<file path="src/rtl/snake_gfx_pkg.sv">
// rtl/snake_gfx_pkg.sv - shared glyph geometry, colour width and blink state encoding
package snake_gfx_pkg;

    localparam int GLYPH_W    = 20;
    localparam int GLYPH_H    = 20;
    localparam int GLYPH_BITS = GLYPH_W * GLYPH_H;
    localparam int LETTER_W   = 4;
    localparam int RGB_W      = 12;
    localparam int COORD_W    = 10;

    typedef enum logic [1:0] {
        ST_IDLE = 2'd0,
        ST_SHOW = 2'd1,
        ST_HIDE = 2'd2
    } blink_state_t;

    // Bitmaps are stored MSB first: row 0 / col 0 lives at bit GLYPH_BITS-1.
    function automatic logic [8:0] glyph_bit_index(input logic [4:0] row, input logic [4:0] col);
        return 9'(GLYPH_BITS - 1) - (9'(row) * 9'(GLYPH_W) + 9'(col));
    endfunction

endpackage

</file>
<file path="src/rtl/blink_fsm.sv">
// rtl/blink_fsm.sv - frame tick detection and SHOW/HIDE blink state machine
module blink_fsm
    import snake_gfx_pkg::*;
#(
    parameter int BLINK_FRAMES = 30
) (
    input  logic               clock_25,
    input  logic               reset_n,
    input  logic [COORD_W-1:0] pixel_x,
    input  logic [COORD_W-1:0] pixel_y,
    input  logic               game_over,
    output logic               show_en
);

    localparam int CW = $clog2(BLINK_FRAMES + 1);
    localparam logic [CW-1:0] LAST_TICK = CW'(BLINK_FRAMES - 1);

    blink_state_t  state;
    logic [CW-1:0] frame_cnt;
    logic          at_origin;
    logic          at_origin_q;
    logic          frame_tick;

    // Edge-detect the origin so a scan parked on (0,0) still counts as one frame.
    assign at_origin  = (pixel_x == '0) && (pixel_y == '0);
    assign frame_tick = at_origin & ~at_origin_q;

    always_ff @(posedge clock_25) begin
        if (!reset_n) begin
            state       <= ST_IDLE;
            frame_cnt   <= '0;
            show_en     <= 1'b0;
            at_origin_q <= 1'b0;
        end else begin
            at_origin_q <= at_origin;
            if (!game_over) begin
                state     <= ST_IDLE;
                frame_cnt <= '0;
                show_en   <= 1'b0;
            end else begin
                case (state)
                    ST_IDLE: begin
                        state     <= ST_SHOW;
                        frame_cnt <= '0;
                        show_en   <= 1'b1;
                    end
                    ST_SHOW: begin
                        if (frame_tick) begin
                            if (frame_cnt == LAST_TICK) begin
                                state     <= ST_HIDE;
                                frame_cnt <= '0;
                                show_en   <= 1'b0;
                            end else begin
                                frame_cnt <= frame_cnt + 1'b1;
                            end
                        end
                    end
                    ST_HIDE: begin
                        if (frame_tick) begin
                            if (frame_cnt == LAST_TICK) begin
                                state     <= ST_SHOW;
                                frame_cnt <= '0;
                                show_en   <= 1'b1;
                            end else begin
                                frame_cnt <= frame_cnt + 1'b1;
                            end
                        end
                    end
                    default: begin
                        state     <= ST_IDLE;
                        frame_cnt <= '0;
                        show_en   <= 1'b0;
                    end
                endcase
            end
        end
    end

endmodule

</file>
<file path="src/rtl/game_over_renderer.sv">
// rtl/game_over_renderer.sv - scans the GAME OVER text box, fetches glyph bits and emits pixel colour
module game_over_renderer
    import snake_gfx_pkg::*;
#(
    parameter int               ORIGIN_X     = 140,
    parameter int               ORIGIN_Y     = 200,
    parameter int               SCALE_LOG2   = 1,
    parameter int               NUM_LETTERS  = 9,
    parameter int               BLINK_FRAMES = 30,
    parameter logic [RGB_W-1:0] TEXT_RGB     = 12'h0F0
) (
    input  logic                  clock_25,
    input  logic                  reset_n,
    input  logic [COORD_W-1:0]    pixel_x,
    input  logic [COORD_W-1:0]    pixel_y,
    input  logic                  video_on,
    input  logic                  game_over,
    input  logic [GLYPH_BITS-1:0] letter_count_over,
    output logic [LETTER_W-1:0]   selected_letter_over,
    output logic                  pixel_on,
    output logic [RGB_W-1:0]      text_rgb,
    output logic                  video_on_d
);

    localparam int CELL  = 1 << SCALE_LOG2;
    localparam int BOX_W = NUM_LETTERS * GLYPH_W * CELL;
    localparam int BOX_H = GLYPH_H * CELL;
    localparam int SUB_W = (SCALE_LOG2 > 0) ? SCALE_LOG2 : 1;

    localparam logic [SUB_W-1:0]    SUB_LAST    = SUB_W'(CELL - 1);
    localparam logic [4:0]          COL_LAST    = 5'(GLYPH_W - 1);
    localparam logic [LETTER_W-1:0] LETTER_LAST = LETTER_W'(NUM_LETTERS - 1);

    logic                show_en;
    logic                in_box;
    logic                at_start;
    logic [COORD_W-1:0]  y_off;
    logic [4:0]          row_cur;

    logic [SUB_W-1:0]    sub_q, sub_cur, sub_nxt;
    logic [4:0]          col_q, col_cur, col_nxt;
    logic [LETTER_W-1:0] letter_q, letter_cur, letter_nxt;

    logic [4:0]          row_s0, col_s0, row_s1, col_s1;
    logic                in_box_s0, in_box_s1;
    logic                vid_s0, vid_s1;
    logic                glyph_bit;
    logic                lit;

    blink_fsm #(
        .BLINK_FRAMES(BLINK_FRAMES)
    ) u_blink_fsm (
        .clock_25 (clock_25),
        .reset_n  (reset_n),
        .pixel_x  (pixel_x),
        .pixel_y  (pixel_y),
        .game_over(game_over),
        .show_en  (show_en)
    );

    assign in_box = ({1'b0, pixel_x} >= 11'(ORIGIN_X)) && ({1'b0, pixel_x} < 11'(ORIGIN_X + BOX_W))
                 && ({1'b0, pixel_y} >= 11'(ORIGIN_Y)) && ({1'b0, pixel_y} < 11'(ORIGIN_Y + BOX_H));
    assign at_start = (pixel_x == COORD_W'(ORIGIN_X));
    assign y_off    = pixel_y - COORD_W'(ORIGIN_Y);
    assign row_cur  = 5'(y_off >> SCALE_LOG2);

    // The counters hold the position of the current pixel; the left edge forces zero
    // on the same cycle so column 0 is never stale from the previous line.
    always_comb begin
        sub_cur    = at_start ? '0 : sub_q;
        col_cur    = at_start ? '0 : col_q;
        letter_cur = at_start ? '0 : letter_q;
        sub_nxt    = sub_cur;
        col_nxt    = col_cur;
        letter_nxt = letter_cur;
        if (in_box) begin
            if (sub_cur == SUB_LAST) begin
                sub_nxt = '0;
                if (col_cur == COL_LAST) begin
                    col_nxt    = '0;
                    letter_nxt = (letter_cur == LETTER_LAST) ? letter_cur : letter_cur + 1'b1;
                end else begin
                    col_nxt = col_cur + 1'b1;
                end
            end else begin
                sub_nxt = sub_cur + 1'b1;
            end
        end
    end

    always_ff @(posedge clock_25) begin
        if (!reset_n) begin
            sub_q    <= '0;
            col_q    <= '0;
            letter_q <= '0;
        end else begin
            sub_q    <= sub_nxt;
            col_q    <= col_nxt;
            letter_q <= letter_nxt;
        end
    end

    // Stage 0 drives the ROM address; stage 1 waits out the ROM's registered read.
    always_ff @(posedge clock_25) begin
        if (!reset_n) begin
            selected_letter_over <= '0;
            row_s0               <= '0;
            col_s0               <= '0;
            in_box_s0            <= 1'b0;
            vid_s0               <= 1'b0;
            row_s1               <= '0;
            col_s1               <= '0;
            in_box_s1            <= 1'b0;
            vid_s1               <= 1'b0;
        end else begin
            if (in_box) begin
                selected_letter_over <= letter_cur;
            end
            row_s0    <= in_box ? row_cur : '0;
            col_s0    <= in_box ? col_cur : '0;
            in_box_s0 <= in_box;
            vid_s0    <= video_on;
            row_s1    <= row_s0;
            col_s1    <= col_s0;
            in_box_s1 <= in_box_s0;
            vid_s1    <= vid_s0;
        end
    end

    assign glyph_bit = letter_count_over[glyph_bit_index(row_s1, col_s1)];
    assign lit       = glyph_bit & in_box_s1 & vid_s1 & show_en;

    always_ff @(posedge clock_25) begin
        if (!reset_n) begin
            pixel_on   <= 1'b0;
            text_rgb   <= '0;
            video_on_d <= 1'b0;
        end else begin
            pixel_on   <= lit;
            text_rgb   <= lit ? TEXT_RGB : '0;
            video_on_d <= vid_s1;
        end
    end

endmodule

</file>
<file path="config.mk">
export PLATFORM = sky130hd
export DESIGN_NAME = game_over_renderer
export DESIGN_NICKNAME = d
export VERILOG_FILES = /design/src/rtl/snake_gfx_pkg.sv /design/src/rtl/blink_fsm.sv /design/src/rtl/game_over_renderer.sv
export SDC_FILE = /design/constraint.sdc
export NUM_CORES = 1
export LEC_CHECK = 0
export ABC_AREA = 1
export BUFFER_PORTS_ARGS = -buffer_cell sky130_fd_sc_hd__buf_2
export CAP_MARGIN = 0
export CORE_AREA = 10 10 166 168
export CTS_CLUSTER_DIAMETER = 80
export CTS_CLUSTER_SIZE = 40
export DETAILED_ROUTE_END_ITERATION = 16
export DIE_AREA = 0 0 176 178
export HOLD_SLACK_MARGIN = 0.08
export PLACE_DENSITY = 0.62
export SETUP_SLACK_MARGIN = 0.02
export SLEW_MARGIN = 0
export SYNTH_ARGS = -nofsm -noshare
export SYNTH_HDL_FRONTEND = slang
export SYNTH_HIERARCHICAL = 1
export SYNTH_SLANG_ARGS = --single-unit
export TNS_END_PERCENT = 30
</file>
<file path="constraint.sdc">
create_clock -name clock_25 -period 4.6 [get_ports clock_25]
set_clock_uncertainty 0.15 [all_clocks]
set_input_delay 0.23 -clock clock_25 [delete_from_list [all_inputs] [get_ports clock_25]]
set_output_delay 0.23 -clock clock_25 [all_outputs]
set_load 0.02 [all_outputs]
</file>
==> results.tsv <==
stage	metric	value	unit
pwr	p_leak	5.11	nW
drt	routed_wl	37.6	mm
critical_path	rrSetupSlack	0.99	ns
critical_path	critPathSlowestCell	nor2_4	
drt	detail-route-antenna-nets	0	
sta	rsz0062_at_grt	false	
drt	via_count	9769	
pwr	p_per_area	122	mW/mm²
drt	drt-vias-per-instance	4.84	
sta	slew_headroom	25.2	%
cts	cts_buffer_depth	2	
floorplanning	initial_utilization	27.9	%
cts	clk_latency	0.29	ns
cells_and_area	layout-drive-gt1-share	27.8	%
sta	setup_violations	0	
job	maxCapViolCount	0	
hold_path	holdCritStartpoint	pixel_y[5]	
cells_and_area	fin_nets	2132	
critical_path	crit_arrival	3.64	ns
synth	ys_ff_latch	48	
synth	synth_edf_count	0	
cells_and_area	final_common_cell	nand2_1	
synth	synth_cell_types	42	
synth	avgSynthCellArea	5.12	µm²
pwr	ir_worst_vdd	0.000144	V
floorplanning	rows	57	
drt	remaining_drc_errors	0	
critical_path	path_cells	inv_1 -> ha_1 -> ha_1 -> nor2_4 -> nor2_4 -> nand2_1 -> nand4_1 -> nand3_1 -> nand2_1 -> nor2_1 -> nor2_1 -> nor2_1 -> nor2_1 -> nor2_1	
cts	htreeDepth	2	
critical_path	cp_num_cells	14	
critical_path	cpMostUsedCell	nor2_1	
drt	dr_wl_met3	2.97	mm
sta	fin_crit	3.61	ns
drt	wl_met1	14.2	mm
sta	drv_slew	0	
sta	hold_viol	0	
drt	avgRoutedWirePerCell	18.6	µm
pwr	power	1.11	mW
critical_path	timing.rr.start	row_s1[0]	
cts	cts_buffers	5	
critical_path	max_stage_delay	0.89	ns
cts	cts_setup_buffers	0	
drt	first_pass_iters	6	
drt	maxUsedRoutingLayer	met5	
placement	place.detailed.hpwl	30.7	mm
floorplanning	die-area	0.0313	mm²
cells_and_area	fin_cells	2020	
critical_path	r2r_cells	14	
drt	drtIter0Drc	873	
cells_and_area	area_growth	35.8	%
synth	postSynth.asyncResetShare	0	%
cts	cts-root-buf	clkbuf_16	
placement	numPortBuffers	433	
global_routing	grt_usage	22.1	%
synth	synth_cells	1312	
critical_path	crit_path_start_kind	flop	
hold_path	hold_depth	3	
floorplanning	io_pins	442	
outcome	outcome	finished, final reports clean	
cells_and_area	layout_common_cells	nand2_1, buf_2, nand3_1	
cts	path_clk_slew	0.06	ns
placement	gp_congestion	0.923	
critical_path	worst-path-buf-inv	1	
floorplanning	die_w	176	µm
global_routing	grt_pass1_vias	9136	
critical_path	worstSetupEndpointType	flop	
sta	setup_tns	0	ns
synth	synthesis.area	0.00671	mm²
global_routing	grt_start_max_net_pins	128	
critical_path	crit_required	4.63	ns
global_routing	antenna_found_initial	15	
critical_path	crit_family	simple AND/OR/NAND/NOR gates	
floorplanning	core	0.0241	mm²
critical_path	crit_type	flop to flop	
synth	ys.flop_type	dfxtp_1	
critical_path	critical_path_peak_fanout	50	
cts	cts_tree	built	
sta	finalCritPeriodShare	78.4	%
sta	max_slew.worst_pin.slew	1.12	ns
cts	cts.sinks	48	
floorplanning	die_y	178	µm
synth	seq_area_frac_synth	14.3	%
sta	timing.fmax	277	MHz
global_routing	grt-ovfl-total	0	
synth	yosys_warnings	6	
drt	wl_met2	19.3	mm
global_routing	grt_pass1_wl	54.3	mm
placement	place_inst	1994	
hold_path	hp-class	primary input to flop	
critical_path	startpoint	row_s1[0]	
registers in the layout, summed over array words and instances, names as in the netlist:
signal	cells
col_q	5
col_s0	5
col_s1	5
in_box_s0	1
in_box_s1	1
letter_q	4
row_s0	5
row_s1	5
selected_letter_over	4
sub_q	1
text_rgb	1
u_blink_fsm/at_origin_q	1
u_blink_fsm/frame_cnt	5
u_blink_fsm/show_en	1
u_blink_fsm/state	1
vid_s0	1
vid_s1	1
video_on_d	1
report_power, final:
part | switching (mW) | internal, mW | total [mW]
Sequential | 0.00113 | 0.418 | 0.419
Clock | 0.146 | 0.214 | 0.360
Combinational | 0.152 | 0.179 | 0.331
Total | 0.300 | 0.810 | 1.11
metal layers:
metal	up-vias	global-route usage, %
li1	4918	-
met1	4380	25.0
met2	414	39.7
met3	55	4.84
met4	2	8.72
met5	-	0
worst reg2reg max path: stages (launching register included):
cell,delay (ns)
dfxtp_1,0.33
inv_1,0.05
ha_1,0.31
ha_1,0.82
nor2_4,0.07
nor2_4,0.89
nand2_1,0.17
nand4_1,0.14
nand3_1,0.14
nand2_1,0.10
nor2_1,0.04
nor2_1,0.09
nor2_1,0.05
nor2_1,0.10
nor2_1,0.05
through the flow:
| stage | hold slack, ns | worst slack (ns) | util [%] | instance area, µm² |
|---|---|---|---|---|
| 3_3_place_gp | 0.245 | 1.07 | 36.9 | 8890 |
| 6_report | 0.121 | 0.993 | 37.8 | 9120 |
| 4_1_cts | 0.121 | 1.02 | 37.7 | 9090 |
| 5_1_grt | 0.167 | 0.625 | 37.8 | 9120 |
| 3_5_place_dp | 0.249 | 1.04 | 36.9 | 8890 |
| 2_1_floorplan | 0.152 | 1.99 | - | 6740 |
final timing paths:
path,endpoint
setup / recovery,text_rgb[6]
hold reg to reg,col_s1[0]
setup reg to reg,text_rgb[6]
hold / removal,row_s0[4]
Yosys cell counts, types with 3 or more instances:
master / count / area, µm²
o21ai_0: 13 / 65.1
inv_1: 79 / 297
nand2_1: 624 / 2340
dfxtp_1: 48 / 961
nand3b_1: 11 / 82.6
xor2_1: 5 / 43.8
a21oi_1: 52 / 260
nand2_2: 3 / 18.8
nand4_1: 17 / 106
buf_2: 56 / 280
clkbuf_1: 7 / 26.3
buf_1: 4 / 15.0
nor2_1: 72 / 270
ha_1: 25 / 313
buf_4: 24 / 180
nand3_1: 240 / 1200
cells by family after synthesis:
family / after synthesis / synth area share, %
AND/OR/NAND/NOR: 980 / 61.4
adder cells (fa/ha/maj): 26 / 4.96
flip-flops: 48 / 14.3
other: 1 / 0.0559
buffers and inverters: 175 / 12.3
AO/OA/AOI/OAI: 75 / 5.91
XOR/XNOR: 7 / 1.03
final cells by class:
type / instances / area (µm²)
antenna: 13 / 32.5
clock buffer: 6 / 139
clock inverter: 2 / 10.0
fill: 2818 / 15000
inverter: 83 / 317
multi-input combinational: 1096 / 4960
sequential: 48 / 966
tap: 324 / 405
timing repair buffer: 448 / 2290
repair_timing:
item | CTS | global route
resized for setup | 0 | 0
hold buffers | 5 | 0
endpoints found under the setup margin | 0 | 0
hold endpoints to repair | 5 | 0
Power figures use the tool's default switching activity.
